[config.mk]
export PLATFORM = sky130hd
export DESIGN_NAME = button_conditioner
export DESIGN_NICKNAME = d
export VERILOG_FILES = /design/src/rtl/button_conditioner.sv
export SDC_FILE = /design/constraint.sdc
export NUM_CORES = 1
export LEC_CHECK = 0
export CELL_PAD_IN_SITES_DETAIL_PLACEMENT = 0
export CELL_PAD_IN_SITES_GLOBAL_PLACEMENT = 1
export CORE_MARGIN = 10
export CORE_UTILIZATION = 34
export DETAILED_ROUTE_END_ITERATION = 10
export PLACE_DENSITY = 0.74
export SETUP_SLACK_MARGIN = 0.05
export SLEW_MARGIN = 25
export SYNTH_ARGS = -nofsm -noshare
export SYNTH_HDL_FRONTEND = slang
export SYNTH_SLANG_ARGS = --single-unit
[constraint.sdc]
create_clock -name clk -period 2.4 [get_ports clk]
set_clock_uncertainty 0.15 [all_clocks]
set_input_delay 0.24 -clock clk [delete_from_list [all_inputs] [get_ports clk]]
set_output_delay 0.24 -clock clk [all_outputs]
set_load 0.01 [all_outputs]
[src/rtl/button_conditioner.sv]
// button_conditioner
// Two-flop synchroniser plus a per-channel debounce FSM for active-low board
// keys. It drives a clean active-high pressed level, and one-cycle press,
// release and long-press event pulses for fabric control logic.
//
// Handshake note: this block has no valid/ready interfaces. Every output is a
// plain registered level or a one-cycle pulse, qualified by nothing but clk.
module button_conditioner #(
  parameter int NUM_BUTTONS       = 2,
  parameter int DEBOUNCE_CYCLES   = 500000,
  parameter int LONG_PRESS_CYCLES = 50000000
) (
  input  logic                     clk,
  input  logic                     reset,
  input  logic [NUM_BUTTONS-1:0]   button_n_raw,
  output logic [NUM_BUTTONS-1:0]   button_level,
  output logic [NUM_BUTTONS-1:0]   press_pulse,
  output logic [NUM_BUTTONS-1:0]   release_pulse,
  output logic [NUM_BUTTONS-1:0]   long_press_pulse,
  output logic [2*NUM_BUTTONS-1:0] o_dbg_state
);

  // Debounce counter only needs to hold 1..DEBOUNCE_CYCLES-1, because the
  // transition fires on the cycle the count would reach DEBOUNCE_CYCLES.
  localparam int DW = $clog2(DEBOUNCE_CYCLES);
  // Hold counter saturates at LONG_PRESS_CYCLES, so it must represent it.
  localparam int HW = $clog2(LONG_PRESS_CYCLES + 1);

  localparam logic [DW-1:0] DB_LAST     = DW'(DEBOUNCE_CYCLES - 1);
  localparam logic [DW-1:0] DB_ONE      = DW'(1);
  localparam logic [HW-1:0] HOLD_MAX    = HW'(LONG_PRESS_CYCLES);
  localparam logic [HW-1:0] HOLD_BEFORE = HW'(LONG_PRESS_CYCLES - 1);

  typedef enum logic [1:0] {
    S_RELEASED     = 2'd0,
    S_PRESS_PEND   = 2'd1,
    S_PRESSED      = 2'd2,
    S_RELEASE_PEND = 2'd3
  } state_t;

  logic [NUM_BUTTONS-1:0] r_sync1;
  logic [NUM_BUTTONS-1:0] r_sync2;
  logic [NUM_BUTTONS-1:0] w_pressed_s;

  // Two-flop synchroniser; both stages reset to the released (high) level.
  always_ff @(posedge clk) begin
    if (reset) begin
      r_sync1 <= '1;
      r_sync2 <= '1;
    end else begin
      r_sync1 <= button_n_raw;
      r_sync2 <= r_sync1;
    end
  end

  assign w_pressed_s = ~r_sync2;

  for (genvar g = 0; g < NUM_BUTTONS; g++) begin : g_ch
    state_t        r_state;
    logic [DW-1:0] r_db_cnt;
    logic [HW-1:0] r_hold_cnt;
    logic          r_level;
    logic          r_press;
    logic          r_release;
    logic          r_long;

    // Per-channel debounce FSM with registered level and event pulses.
    always_ff @(posedge clk) begin
      if (reset) begin
        r_state    <= S_RELEASED;
        r_db_cnt   <= '0;
        r_hold_cnt <= '0;
        r_level    <= 1'b0;
        r_press    <= 1'b0;
        r_release  <= 1'b0;
        r_long     <= 1'b0;
      end else begin
        // Pulses default low; a case arm below raises at most one of them.
        r_press   <= 1'b0;
        r_release <= 1'b0;
        r_long    <= 1'b0;
        case (r_state)
          S_RELEASED: begin
            r_level <= 1'b0;
            if (w_pressed_s[g]) begin
              r_state  <= S_PRESS_PEND;
              r_db_cnt <= DB_ONE;
            end
          end

          S_PRESS_PEND: begin
            if (!w_pressed_s[g]) begin
              // Glitch ended before it was stable long enough.
              r_state  <= S_RELEASED;
              r_db_cnt <= '0;
            end else if (r_db_cnt == DB_LAST) begin
              r_state    <= S_PRESSED;
              r_db_cnt   <= '0;
              r_level    <= 1'b1;
              r_press    <= 1'b1;
              // Long-press timing is armed only on a fresh accepted press.
              r_hold_cnt <= '0;
            end else begin
              r_db_cnt <= r_db_cnt + DB_ONE;
            end
          end

          S_PRESSED: begin
            r_level <= 1'b1;
            if (!w_pressed_s[g]) begin
              // Hold counter is left untouched so a release bounce cannot
              // re-arm or advance the long press.
              r_state  <= S_RELEASE_PEND;
              r_db_cnt <= DB_ONE;
            end else if (r_hold_cnt != HOLD_MAX) begin
              r_hold_cnt <= r_hold_cnt + HW'(1);
              if (r_hold_cnt == HOLD_BEFORE) begin
                r_long <= 1'b1;
              end
            end
          end

          S_RELEASE_PEND: begin
            r_level <= 1'b1;
            if (w_pressed_s[g]) begin
              r_state  <= S_PRESSED;
              r_db_cnt <= '0;
            end else if (r_db_cnt == DB_LAST) begin
              r_state   <= S_RELEASED;
              r_db_cnt  <= '0;
              r_level   <= 1'b0;
              r_release <= 1'b1;
            end else begin
              r_db_cnt <= r_db_cnt + DB_ONE;
            end
          end

          default: begin
            r_state  <= S_RELEASED;
            r_db_cnt <= '0;
            r_level  <= 1'b0;
          end
        endcase
      end
    end

    assign button_level[g]       = r_level;
    assign press_pulse[g]        = r_press;
    assign release_pulse[g]      = r_release;
    assign long_press_pulse[g]   = r_long;
    assign o_dbg_state[2*g +: 2] = r_state;
  end

endmodule

# After elaboration in Yosys (flattened, before gate mapping)
# Index checks and enable logic that the tools add are counted.
[word_totals]
regBits = 106
[classes]
reduce_logical = 18
bitwise = 11
n_mux = 50
n_eq_ne = 28
addsub = 4
[ops]
columns = ["cell", "n"]
rows = [
  ["26-bit two-way mux", 8],
  ["19-bit two-way mux", 10],
  ["19-bit one-hot mux with 4 select lines", 2],
  ["26-bit one-hot mux with 2 select lines", 2],
  ["26-bit by 1-bit adder with 26-bit output, second input constant", 2],
  ["26-bit == test, second input constant", 2],
  ["26-bit != test, second input constant", 2],
  ["19-bit by 1-bit adder with 19-bit output, second input constant", 2],
  ["19-bit == test, second input constant", 2],
  ["2-bit two-way mux", 12],
  ["2-bit != test, second input constant", 12],
  ["2-bit one-hot mux with 4 select lines", 2],
  ["1-bit two-way mux", 12],
  ["3-bit != test, second input constant", 4],
  ["3-bit OR reduction", 4],
  ["1-bit NOT", 10],
  ["5-bit AND reduction", 2],
  ["2-bit == test, second input constant", 4],
  ["1-bit one-hot mux with 4 select lines", 2],
  ["2-bit AND reduction", 4],
  ["4-bit AND reduction", 2],
  ["4-bit OR reduction", 2],
  ["2-bit by 1-bit == test with 1-bit output, second input constant", 2],
  ["2-bit zero test", 2],
  ["other kinds (2)", 3],
]

# Logic depth before layout (Yosys ltp)
# Gate-level depths: netlist of run 1.
[logic_depth]
ltp_word = 4
ltp_mapped = 9
depth_no_buf = 7

# Worst setup path after synthesis of run 1
# No wires, ideal clock.
[synth_path]
kind = "flip-flop to flip-flop"
startpoint = "register g_ch[1].r_state[0]"
endpoint = "register g_ch[1].r_db_cnt[11]"
t_arrival_ns = 2.448
path_stages_with_launch = 9
n_path_buf = 1
setup_ns = 0.073
synth_period_minus_slack_ns = 2.671
path_slack_ns = -0.271
cell_sequence = "dfxtp_1 -> inv_1 -> ha_1 -> clkbuf_1 -> mux2_2 -> or3_1 -> or3_1 -> or4b_1 -> a21oi_1"
[synth_between]
elab_chain_len = 3
[synth_lines]
columns = ["item", "line", "text"]
rows = [
  ["start, declared", "59", "state_t r_state;"],
  ["start signal, assigned", "70", "r_state <= S_RELEASED;"],
  ["start signal, assigned", "86", "r_state <= S_PRESS_PEND;"],
  ["start signal, assigned", "94", "r_state <= S_RELEASED;"],
  ["2-bit == test or 2-bit zero test (tied branches)", "82", "case (r_state)"],
  ["2-bit != test (no source line)", "-", ""],
  ["2-bit AND reduction (no source line)", "-", ""],
  ["end signal, assigned", "104", "r_db_cnt <= r_db_cnt + DB_ONE;"],
  ["end signal, assigned", "134", "r_db_cnt <= r_db_cnt + DB_ONE;"],
  ["end, declared", "60", "logic [DW-1:0] r_db_cnt;"],
]
# Parallel ways exist; a longest one is shown, timed or not.
# A chain may end at the register's enable or synchronous reset.

# Worst setup path in the final report of run 1
[layout_path]
startpoint = "register g_ch[0].r_db_cnt[5]"
endpoint = "register g_ch[0].r_hold_cnt[19]"
[layout_between]
elab_chain_len = 3
[layout_lines]
columns = ["item", "line", "text"]
rows = [
  ["start, declared", "60", ""],
  ["start signal, assigned", "104", ""],
  ["start signal, assigned", "134", ""],
  ["19-bit == test", "96", "end else if (r_db_cnt == DB_LAST) begin"],
  ["2-bit != test (no source line)", "-", ""],
  ["5-bit AND reduction (no source line)", "-", ""],
  ["end signal, assigned", "116", "r_hold_cnt <= r_hold_cnt + HW'(1);"],
  ["end, declared", "61", "logic [HW-1:0] r_hold_cnt;"],
]
# No other way between the ends.

==> metrics.yaml, run 1 <==
routing:
  routed_via_density: 5.623
  firstDrtPassIters: 5
  initialDrtViolationCount: 353
  route.detailed.drc: 0
  detail-route-antenna-nets: 0
  vias: 5494
  finalWirelength_mm: 15.40
  wl_per_cell_um: 15.76
final_layout:
  layout-drive-gt1-share: 0.2299
  fillers: 1628
  synthToLayoutAreaGrowth_pct: 26.89
  antenna_cells: 0
  fin_util: 0.4381
  num-nets-final: 772
  multi_input_area_um2: 3553
  post-route-cell-area_um2: 7214
  regArea_um2: 2135
worst_hold_path:
  hold_path_class: "register to register"
yosys:
  ys_seq_area_frac: 0.3732
  avgSynthCellArea_um2: 8.157
  synth.area.top_cells: "dfxtp_1 (37%), a21oi_1 (6.2%), or4_1 (5.3%)"
  ys.flop_type: "dfxtp_1"
  synthesis.nets: 717
  ys_ff_latch: 106
  synthArstFlopShare: 0
  synth_area_um2: 5685
  ys_warn_count: 0
  synth-edff-count: 0
  syn_inst: 697
  synth_top_cell_by_area: "dfxtp_1"
  synth_cell_types: 53
  synth_top_area_frac: 0.3732
power_and_ir_drop:
  clkPwrFrac: 0.363
  ir_drop_v: 0.0003677
  power.density_nw_per_um2: 574.6
  p_seq_frac: 0.444
  power.internal_mw: 2.969
  comb_power_share: 0.194
  power.switching_mw: 1.176
  p_sw_frac: 0.2837
  leakage_nw: 2.256
clocking:
  clockBufferDepth: 2
  htreeDepth: 3
  cts_hold_buf: 0
  clk_pin_slew_worst_paths_ns: 0.07
  cts_sinks: 106
  cts_tree: "yes"
  clockRootBuffer: "clkbuf_16"
  cts_buffers: 9
  clock_latency_ns: 0.36
sta:
  rsz0062_at_grt: "yes"
  fmax_ghz: 0.4174
  min_period_over_period: 0.9981
  holdWs_ns: 0.2612
  finalHoldViolations: 0
  min_period_ns: 2.396
  tns_ns: 0
  setup_viol: 0
  worstMarginPinSlew_ns: 0.4410
  maxSlewHeadroom: 0.7033
  final_max_slew_viol_count: 0
die:
  die_x_um: 149.3
  die_area_um2: 22300
  core-area_um2: 16470
  fp.dieH_um: 149.3
  io_pins: 16
  start_util: 0.3453
  num_rows: 47
grt:
  grt.overflow.total: 0
  grt_pass1_vias: 5265
  antenna_found_initial: 0
  grt_max_degree: 38
  grt_pass1_wl_mm: 25.17
  grt_use_total: 0.1344
placement:
  placed_cell_area_um2: 6427
  port_buffers: 15
  place_hpwl_mm: 10.28
  place_congestion: 0.8160
run_status:
  outcome: "finished, final reports clean"
worst_setup_path:
  arrival_ns: 2.54
  end_kind: "register"
  crit_type: "register to register"
  required_ns: 2.54
  cp_max_fo: 12
  startpoint_type: "register"
flow_run:
  drv_cap: 0
[layout make-up]
cell class                      instances  area share
Clock buffer                           13     0.03885
Clock inverter                          3    0.002948
Inverter                               23     0.01197
Multi-Input combinational cell        528      0.4925
Sequential cell                       106      0.2959
Tap cell                              220     0.03815
Timing Repair Buffer                   84      0.1197
[state kept, by name, indices dropped and copies added (netlist names), named ones only]
name and flops:
g_ch.r_db_cnt 38, g_ch.r_hold_cnt 52, g_ch.r_level 2, g_ch.r_long 2
g_ch.r_press 2, g_ch.r_release 2, g_ch.r_state 2, r_sync1 2
r_sync2 2
[critical path, stage by stage, from the launching register on]
cell       delay, ns
dfxtp_2         0.32
or4b_4          0.54
nor4_4          0.33
a21oi_4         0.14
bufbuf_16       0.31
or4_1           0.42
a21oi_2         0.13
[per-layer routing]
layer,wire length [um],GRT usage,part of all wire
met4,314,0.04024,0.020
met2,7631,0.2295,0.50
met1,6842,0.1637,0.44
met5,0,0,0
met3,607,0.03155,0.039
[cell usage after synthesis (all sizes together), types with 22 or more instances]
cell type,instances
nor2,52
nor3,22
o21ai,28
dfxtp,106
nand2,47
or4,41
or3,23
clkbuf,28
nand4,26
inv,23
a21oi,71
nand3,38
o31ai,35
[cell families after synthesis]
kind of cell / Yosys count / share of synthesized area
XOR/XNOR: 23 / 0.03543
AO/OA/AOI/OAI: 163 / 0.1739
buffers and inverters: 63 / 0.04973
AND/OR/NAND/NOR: 322 / 0.3250
adder cells (fa/ha/maj): 16 / 0.03521
multiplexers: 4 / 0.007482
flip-flops: 106 / 0.3732
[metrics by stage]
step | instances | power (mW) | worst slack (ns)
floorplan | 697 | 2.308 | -0.09052
global placement | 949 | 2.609 | 0.004777
detailed placement | 949 | 2.638 | -0.05381
CTS | 968 | 4.167 | 0.01112
global route | 977 | 4.327 | -0.08344
finish | 977 | 4.146 | 0.004462
[final timing paths]
kind / start / to / slack, ns / cells past startpoint
max: g_ch[0].r_db_cnt[5] / g_ch[0].r_hold_cnt[19] / 0.004 / 6
min: r_sync1[0] / r_sync2[0] / 0.26 / 1
max reg2reg: g_ch[0].r_db_cnt[5] / g_ch[0].r_hold_cnt[19] / 0.004 / 6
min reg2reg: r_sync1[0] / r_sync2[0] / 0.26 / 1
[power by group through the flow]
stage | Clock (mW) | Combinational, mW | Sequential [mW]
6_report | 1.50 | 0.804 | 1.84
5_1_grt | 1.60 | 0.883 | 1.84
4_1_cts | 1.56 | 0.775 | 1.83
3_5_place_dp | 0 | 0.764 | 1.87
3_3_place_gp | 0 | 0.736 | 1.87
2_1_floorplan | 0 | 0.418 | 1.89
[placed cells by master (no fill, tap or decap), types with 7 or more instances in the layout]
master            n
nor4_1            9
a21oi_1          45
or4_1            26
nor2_1           51
or3_1            16
dfxtp_2           7
dfxtp_1          98
a21oi_2          25
or3_4             7
nor3_1           20
xor2_1           10
nand3_1          38
and3_1           12
buf_12            7
or4_4            15
nand4_1          26
ha_1             13
o21ai_0          25
clkdlybuf4s50_1  15
buf_4            55
clkbuf_16        11
inv_1            21
nand2_1          47
o31ai_1          31
xnor2_1          13
or2_2             8
and4_1            7
[what timing repair did]
item / in CTS / in global routing
pin swaps: 4 / 32
cloned: 3 / 2
setup buffers: 0 / 7
setup endpoints to repair: 9 / 53
gates resized for setup: 9 / 68
Note: power is estimated with default switching activity, not from simulation.
==> run 2: changes to the inputs <==
- CELL_PAD_IN_SITES_DETAIL_PLACEMENT: 0 -> unset
- CELL_PAD_IN_SITES_GLOBAL_PLACEMENT: 1 -> unset
- CTS_CLUSTER_DIAMETER: unset -> 100
- PLACE_DENSITY: 0.74 -> 0.62
==> metrics.yaml, run 2 (synthesized netlist as in run 1, its figures left out) <==
run_status:
  outcome: "finished, violations left"
  violations: "setup timing"
final_layout:
  synthToLayoutAreaGrowth_pct: 31.14
  final_common_cell: "dfxtp_1"
  reg.largest.list: "g_ch.r_hold_cnt (52), g_ch.r_db_cnt (38)"
  top_register: "g_ch.r_hold_cnt"
  fin_util: 0.4528
  antenna_cells: 0
  largest_register_ffs: 52
  layout-drive-gt1-share: 0.2396
  layout_common_cells: "dfxtp_1 (98), buf_4 (61), a21oi_1 (52)"
  post-route-cell-area_um2: 7456
  num-nets-final: 784
die:
  start_util: 0.3453
  fp.dieH_um: 149.3
  die_area_um2: 22300
  core-area_um2: 16470
  num_rows: 47
  io_pins: 16
  die_x_um: 149.3
clocking:
  clockRootBuffer: "clkbuf_16"
  cts_hold_buf: 0
  clock_latency_ns: 0.36
  cts_sinks: 106
  cts_tree: "yes"
  htreeDepth: 3
  clockBufferDepth: 2
  cts_buffers: 9
  clk_pin_slew_worst_paths_ns: 0.07
worst_hold_path:
  worstHoldStart: "r_sync1[0]"
  hold_path_class: "register to register"
  hold-path-endpoint: "r_sync2[0]"
  hold_path_depth: 1
routing:
  route.detailed.drc: 0
  vias: 5499
  routed_via_density: 5.566
  finalWirelength_mm: 15.00
  detail-route-antenna-nets: 0
  firstDrtPassIters: 5
  wl_per_cell_um: 15.19
  initialDrtViolationCount: 381
placement:
  port_buffers: 15
  placed_cell_area_um2: 6452
  place_congestion: 0.8025
  pre_cts_ws_ns: -0.003880
  place_hpwl_mm: 9.231
worst_setup_path:
  worstRegToRegCells: 7
  cpLargestDelayFamily: "simple AND/OR/NAND/NOR gates"
  critical_path.cell_chain: "inv_2 > ha_4 > mux2_4 > or3_4 > or3_4 > or4b_4 > a21oi_2"
  rr_endpoint: "g_ch[1].r_db_cnt[11]"
  arrival_ns: 2.58
  required_ns: 2.54
  cp_max_fo: 4
  crit_top_cell: "or3_4"
  slowest_stage: "or4b_4"
  crit_type: "register to register"
  path_buf_inv: 1
  slowest_delay_ns: 0.49
  end_kind: "register"
  startpoint_type: "register"
  ff2ff_setup_slack_ns: -0.04
grt:
  grt_pass1_wl_mm: 22.66
  antenna_found_initial: 0
  grt_use_total: 0.1204
  grt_pass1_vias: 4814
  grt_max_degree: 50
  grt.overflow.total: 0
sta:
  finalHoldViolations: 0
  min_period_over_period: 1.017
  maxSlewHeadroom: 0.6397
  fmax_ghz: 0.4096
  rsz0062_at_grt: "yes"
  min_period_ns: 2.442
  worstMarginPinSlew_ns: 0.5404
  tns_ns: -0.04152
  holdWs_ns: 0.2626
  final_max_slew_viol_count: 0
  fin_ws_ns: -0.04152
  setup_viol: 1
power_and_ir_drop:
  ir_drop_v: 0.0004252
  power.density_nw_per_um2: 581.3
  leakage_nw: 2.369
flow_run:
  drv_cap: 0
-- run 2: report_power, final --
group | internal (mW) | switching, mW | total [mW]
Sequential | 1.81 | 0.0383 | 1.85
Clock | 0.914 | 0.678 | 1.59
Combinational | 0.391 | 0.504 | 0.895
-- run 2: worst max path at each step --
stage	depth (start not counted)	slack [ns]	endpoint	start
after floorplan	8	-0.09	g_ch[1].r_db_cnt[11]	g_ch[1].r_state[0]
after global placement	7	0.02	g_ch[1].r_db_cnt[11]	register
after detailed placement	7	-0.004	g_ch[1].r_db_cnt[11]	register
after CTS	7	0.02	g_ch[1].r_db_cnt[11]	g_ch[1].r_state[0]
after global routing	6	-0.08	g_ch[1].r_hold_cnt[17]	g_ch[1].r_db_cnt[5]
final	7	-0.04	g_ch[1].r_db_cnt[11]	register
-- run 2: through the flow --
stage / total power [mW] / instances
2_1_floorplan: 2.308 / 697
3_3_place_gp: 2.617 / 954
3_5_place_dp: 2.627 / 954
4_1_cts: 4.236 / 969
5_1_grt: 4.538 / 988
6_report: 4.334 / 988
-- run 2: timing repair --
action                     4_1_cts  5_1_grt
setup endpoints to repair        2       47
buffers inserted                 0        9
gates cloned                     0       11
gates resized for setup          5       89
pin swaps                        0       32
-- run 2: routing by layer --
metal	routed length, um	part of all wire	GRT usage
met5	0	0	0
met2	7100	0.47	0.1924
met1	7067	0.47	0.1562
met4	212	0.014	0.03484
met3	622	0.041	0.03095
-- run 2: area by class of cell --
type	instances	area, um2
multi-input combinational	528	3659
inverter	23	88.84
fill	1614	9010
timing repair buffer	96	987.2
tap	220	275.3
clock inverter	4	76.32
sequential	106	2137
clock buffer	11	232.7
==> run 3: changes to the inputs <==
- CTS_BUF_LIST: unset -> sky130_fd_sc_hd__clkbuf_8
- PLACE_DENSITY: 0.62 -> 0.6
- clock period: 2.4 -> 2.9 ns (I/O delays scaled with it)
==> metrics.yaml, run 3 (synthesized netlist as in run 1, its figures left out) <==
die:
  num_rows: 47
  die_x_um: 149.3
  start_util: 0.3453
  core-area_um2: 16470
  fp.dieH_um: 149.3
  die_area_um2: 22300
  io_pins: 16
routing:
  vias: 5037
  route.detailed.drc: 0
  firstDrtPassIters: 4
  routed_via_density: 5.428
  finalWirelength_mm: 12.51
  initialDrtViolationCount: 299
  detail-route-antenna-nets: 0
  wl_per_cell_um: 13.48
worst_setup_path:
  critical_path.cell_chain: "inv_1 > ha_1 > mux2_2 > or3_1 > or3_1 > or4b_1 > a21oi_1"
  ff2ff_setup_slack_ns: 0.37
  required_ns: 3.06
  end_kind: "register"
  crit_type: "register to register"
  crit_top_cell: "or3_1"
  cp_max_fo: 5
  startpoint_type: "register"
  slowest_stage: "or4b_1"
  arrival_ns: 2.69
  slowest_delay_ns: 0.47
grt:
  antenna_found_initial: 0
  grt_pass1_wl_mm: 21.70
  grt_pass1_vias: 4554
  grt.overflow.total: 0
  grt_max_degree: 50
  grt_use_total: 0.1149
final_layout:
  antenna_cells: 0
  final_common_cell: "dfxtp_1"
  synthToLayoutAreaGrowth_pct: 10.26
  regArea_um2: 2122
  largest_register_ffs: 52
  num-nets-final: 723
  layout-drive-gt1-share: 0.07203
  fillers: 1706
  multi_input_area_um2: 3281
  fin_util: 0.3807
  layout_common_cells: "dfxtp_1 (106), a21oi_1 (70), nor2_1 (52)"
  reg.largest.list: "g_ch.r_hold_cnt (52), g_ch.r_db_cnt (38)"
  top_register: "g_ch.r_hold_cnt"
sta:
  setup_viol: 0
  tns_ns: 0
  finalHoldViolations: 0
  worstMarginPinSlew_ns: 0.7370
  maxSlewHeadroom: 0.5054
  fin_ws_ns: 0.3701
  min_period_ns: 2.530
  final_max_slew_viol_count: 0
  fmax_ghz: 0.3953
  min_period_over_period: 0.8724
  rsz0062_at_grt: "no"
placement:
  pre_cts_ws_ns: 0.3813
  port_buffers: 15
  place_congestion: 0.7942
  place_hpwl_mm: 8.677
power_and_ir_drop:
  p_sw_frac: 0.2925
  comb_power_share: 0.180
  power.internal_mw: 2.139
  power.density_nw_per_um2: 482.4
  clkPwrFrac: 0.318
  p_seq_frac: 0.501
  ir_drop_v: 0.0002817
  power.switching_mw: 0.8844
  leakage_nw: 1.833
run_status:
  outcome: "finished, final reports clean"
clocking:
  cts_hold_buf: 0
  cts_resized: 0
  clockRootBuffer: "clkbuf_8"
  cts_tree: "yes"
  clk_pin_slew_worst_paths_ns: 0.10
  htreeDepth: 3
  cts_setup_buffers: 0
  cts_sinks: 106
  clockBufferDepth: 2
  cts_buffers: 9
  clock_latency_ns: 0.39
worst_hold_path:
  hold_path_class: "register to register"
flow_run:
  drv_cap: 0
==> run 3: changes by cell type in the layout (fill, tap and decap cells not counted), moves of 11 or more <==
cell       before  now
a21oi_1        52   70
or4_4          13    1
o31ai_1        23   34
clkbuf_8        0   11
or4_1          28   40
clkbuf_16      17    0
a21oi_2        17    1
buf_4          61   20
==> run 3: path summary, 6_finish.rpt <==
| check | startpoint | end | depth (start not counted) |
|---|---|---|---|
| max reg2reg | register | g_ch[1].r_db_cnt[11] | 7 |
| min | r_sync1[0] | r_sync2[0] | 1 |
| max | register | g_ch[1].r_db_cnt[11] | 7 |
| min reg2reg | r_sync1[0] | r_sync2[0] | 1 |
==> run 3: critical path: cells and delay by family (launching register included) <==
| kind | cells | cell delay, ns |
|---|---|---|
| multiplexers | 1 | 0.28 |
| buffers and inverters | 1 | 0.10 |
| adder cells (fa/ha/maj) | 1 | 0.21 |
| AO/OA/AOI/OAI | 1 | 0.14 |
| AND/OR/NAND/NOR | 3 | 1.17 |
| flip-flops | 1 | 0.41 |
==> run 3: routing by layer <==
metal  track usage  routed length [um]
met5             0                   0
met4       0.03680                 168
met3       0.03004                 445
met2        0.1777                5450
met1        0.1525                6444
==> run 3: per-stage QoR <==
step | area [um2] | hold WS, ns | instances | power [mW]
global route | 6269 | 0.2882 | 928 | 3.205
detailed placement | 6065 | 0.2423 | 912 | 2.092
finish | 6269 | 0.2672 | 928 | 3.024
CTS | 6269 | 0.2677 | 928 | 3.067
global placement | 6065 | 0.2447 | 912 | 2.093
floorplan | 5685 | 0.2395 | 697 | 1.896
==> run 3: final cells by class <==
cell class              instances  area share
flip-flops and latches        106      0.3385
inverters                      23     0.01377
multi-input cells             528      0.5234
repair buffers                 35     0.04790
clock buffers                  11     0.02415
clock inverters                 5    0.008383
well taps                     220     0.04391
==> run 3: power groups by stage <==
stage,combinational [mW],sequential [mW],clock (mW)
floorplan,0.338,1.56,0
CTS,0.544,1.52,1.01
detailed placement,0.541,1.55,0
global placement,0.541,1.55,0
finish,0.545,1.52,0.962
global route,0.616,1.52,1.07
==> RTL change 1: new RTL, settings of run 1 <==
Reset style: asynchronous (`reset`), changed in 2 clocked blocks. Comments in the files are not updated.
--- a/src/rtl/button_conditioner.sv
+++ b/src/rtl/button_conditioner.sv
@@ -43,7 +43,7 @@
   logic [NUM_BUTTONS-1:0] w_pressed_s;
 
   // Two-flop synchroniser; both stages reset to the released (high) level.
-  always_ff @(posedge clk) begin
+  always_ff @(posedge clk or posedge reset) begin
     if (reset) begin
       r_sync1 <= '1;
       r_sync2 <= '1;
@@ -65,7 +65,7 @@
     logic          r_long;
 
     // Per-channel debounce FSM with registered level and event pulses.
-    always_ff @(posedge clk) begin
+    always_ff @(posedge clk or posedge reset) begin
       if (reset) begin
         r_state    <= S_RELEASED;
         r_db_cnt   <= '0;
Behaviour: differs if reset is asserted again (counterexample within 4 cycles, from zero or initial values and one cycle with reset high); with reset held inactive, the same outputs for 4 cycles.
==> RTL change 1 against run 1 <==
- routed wire length up 6.5%
- critical path depth unchanged
- largest cell class unchanged
- sequential cell count unchanged
- final cell count up 3.4%
- area after synthesis up 13%
- global-route usage down 0.073 points
- worst setup slack better by 0.066 ns
- cell area up 7.0%
- first-iteration DRC count up 22%
- critical path type unchanged
Power is not compared: it rests on default switching activity, and its combinational part moved more than twofold at a synthesized area within 25%.
==> RTL change 1: results (changes against run 1) <==
Result of the run -> completed
Fillers -> 1,789 (+9.9%)
Share of cells above drive strength 1 -> 17.14% (-5.8 points)
Met3 track demand over resource -> 2.757% (-0.40 points)
Maximum number of pins on one net before global-route repair -> 36 (-5.3%)
Detailed placer's ending HPWL -> 11,180 um (+8.7%)
Net count after synthesis -> 734 (+2.4%)
Total wire length after detailed routing -> 16,400 um (+6.5%)
Launch point of the critical path -> g_ch[0].r_db_cnt[7]
Number of global-route vias before repair -> 5,533 (+5.1%)
Inverters -> 24 (+4.3%)
Area occupied by registers -> 0.002659 sq mm (+25%)
Actual transition at the worst max-transition pin -> 0.6735 ns (+0.2325 ns)
Pre-CTS worst setup slack -> -0.009294 ns (+0.04452 ns)
Design area -> 0.007717 sq mm (+7.0%)
Repair and plain buffers -> 94 (+12%)
Vias per std cell -> 5.703 (+1.4%)
Final sequential cell count -> 106 (unchanged)
Relative area of non-clock buffer cells in the final design -> 11.06% (-0.91 points)
Top area cells in the synthesized netlist -> sky130_fd_sc_hd__dfrtp_1 (40%), sky130_fd_sc_hd__nand2_1 (4.5%), sky130_fd_sc_hd__o21ai_0 (3.9%)
Sequential area share after synthesis -> 41.52% (+4.2 points)
Total area of multi-input combinational cells -> 0.003538 sq mm (-0.42%)
Global-route wire length before repair -> 27,370 um (+8.7%)
Routability congestion estimate from global placement -> 0.8435 (+3.4%)
Post-place instance area -> 0.007234 sq mm (+13%)
Share of final layout cell area taken by clock buffers and inverters -> 3.632% (-0.55 points)
Number of gates given a new drive strength after cts -> 1 (-8)
Global-route track usage on met2 -> 21.10% (-1.9 points)
Type of the most critical hold path -> primary input to register
Distinct cell type count of the synthesized netlist -> 59 (+11%)
Multi-input combinational gate total -> 536 (+1.5%)
GRT Util Overall -> 13.37% (-0.073 points)
Synthesized area divided by synthesized cell count -> 8.963 sq um (+9.9%)
Commonest cells in the netlist -> sky130_fd_sc_hd__dfrtp_1 (102), sky130_fd_sc_hd__nand2_1 (76), sky130_fd_sc_hd__o21ai_0 (50), sky130_fd_sc_hd__nand3_1 (39), sky130_fd_sc_hd__nor2_1 (36)
Number of nets in the final layout -> 791 (+2.5%)
Asr flop ratio synth -> 100.0% (+100 points)
## RTL change 1: final timing paths
| path | to | slack [ns] | cells past startpoint |
|---|---|---|---|
| max in group asynchronous | r_sync2[1] | 1.32 | 3 |
| setup / recovery | g_ch[0].r_hold_cnt[0] | 0.07 | 6 |
| hold reg to reg | r_sync2[1] | 0.21 | 0 |
| min in group asynchronous | g_ch[0].r_release | 0.18 | 2 |
| hold / removal | r_sync1[1] | 0.14 | 1 |
| setup reg to reg | g_ch[0].r_hold_cnt[0] | 0.07 | 6 |
## RTL change 1: per-layer routing
metal	routed length (um)	share of wire, %
met1	7642	47
met2	7860	48
met3	686	4.2
met4	210	1.3
met5	0	0
## RTL change 1: cell families after synthesis
group / after synthesis / share of synthesized area [%]
and+or+nand+nor: 317 / 27.23
xor gates and xnor gates: 10 / 1.368
DFF: 106 / 41.52
muxes: 21 / 3.343
AOI/OAI and AO/OA: 172 / 18.46
adders and majority gates: 16 / 3.128
buffers and inverters: 72 / 4.946
==> RTL change 2: new RTL, settings of run 1 <==
Made on the original files. Set the parameter `NUM_BUTTONS` to 4 (it was 2).
--- a/src/rtl/button_conditioner.sv
+++ b/src/rtl/button_conditioner.sv
@@ -6,7 +6,7 @@
 // Handshake note: this block has no valid/ready interfaces. Every output is a
 // plain registered level or a one-cycle pulse, qualified by nothing but clk.
 module button_conditioner #(
-  parameter int NUM_BUTTONS       = 2,
+  parameter int NUM_BUTTONS       = 4,
   parameter int DEBOUNCE_CYCLES   = 500000,
   parameter int LONG_PRESS_CYCLES = 50000000
 ) (
Interface: changed (6 resized); port bits go from 16 to 30. No check against the original RTL was run, so the function may have changed too.
==> RTL change 2 against run 1 <==
- power is 140% higher
- worst setup slack worse by 0.00092 ns
- count of clock-buffer cells in the layout up 20
- largest power group is now clock
- fmax about the same
- routed wire length up 100%
- first-iteration DRC count rose by 79%
- area after synthesis up 100%
- cell area grew 100%
- sequential cell count increased by 106
==> RTL change 2: results (changes against run 1) <==
Result of the run -> completed
Synthesized-area fraction occupied by ao, oa, aoi and oai cells -> 16.17% (-1.2 points)
Vias per std cell -> 5.538 (-1.5%)
Maximum fanout along the worst path -> 25 (+13)
Pre-CTS worst setup slack -> -0.1145 ns (-0.06070 ns)
Routability congestion estimate from global placement -> 0.8159 (about the same)
Worst EP arrival -> 2.70 ns (+0.16 ns)
Critical path destination -> g_ch[2].r_hold_cnt[11]
Share of cells above drive strength 1 -> 23.92% (+0.93 points)
Type of the most critical hold path -> primary input to register
Number of violations reported at the end of detailed-routing iteration 0 -> 633 (+79%)
Share of the synthesized netlist area taken by xor and xnor gates -> 2.973% (-0.57 points)
Setup ws final -> 0.003544 ns (-0.0009177 ns)
Count of placed standard cells including taps -> 1,929 (+100%)
Synthesized-area fraction occupied by adder cells -> 3.485% (-0.036 points)
TritonCTS buffer count -> 25 (+16)
Net count after synthesis -> 1,456 (+100%)
Met3 routed wirelength -> 990 um (+63%)
Power per cell area -> 672.6 mW/mm^2 (+17%)
Clock latency at the later pin of the worst-skew pair -> 0.53 ns (+0.17 ns)
Distinct cell type count of the synthesized netlist -> 60 (+13%)
Detailed placer's ending HPWL -> 20,200 um (+96%)
Sequential cell fraction of total power -> 38.2% (-6.2 points)
Actual transition at the worst max-transition pin -> 0.6780 ns (+0.2370 ns)
Sequential area share after synthesis -> 36.94% (-0.39 points)
Global-route track usage on met2 -> 23.04% (+0.089 points)
Proportion of synthesized area in mux cells -> 1.263% (+0.51 points)
Switching power as a share of total power -> 30.22% (+1.8 points)
RTL change 2: cell types whose count changed after synthesis, sizes merged, moves of 32 or more:
cell / run 1 / this run
dfxtp: 106 / 212
nand2: 47 / 124
nor2: 52 / 105
a21oi: 71 / 119
or4: 41 / 89
nand4: 26 / 62
clkbuf: 28 / 60
nand3: 38 / 70
RTL change 2: how the worst min path moves through the flow:
stage	startpoint	end	slack, ns
2_1_floorplan	button_n_raw[0]	r_sync1[0]	0.19
3_3_place_gp	r_sync1[2]	r_sync2[2]	0.25
3_5_place_dp	r_sync1[2]	r_sync2[2]	0.24
4_1_cts	reset	g_ch[3].r_db_cnt[2]	0.03
5_1_grt	reset	g_ch[3].r_db_cnt[2]	0.07
6_report	reset	g_ch[3].r_db_cnt[2]	0.05
RTL change 2: area by class of cell:
cell class | instances | area share [%]
inverters | 41 | 1.042
multi-input cells | 1078 | 50.01
well taps | 448 | 3.795
flip-flops and latches | 212 | 29.01
clock inverters | 9 | 0.8556
clock buffers | 33 | 4.642
repair buffers | 174 | 10.65
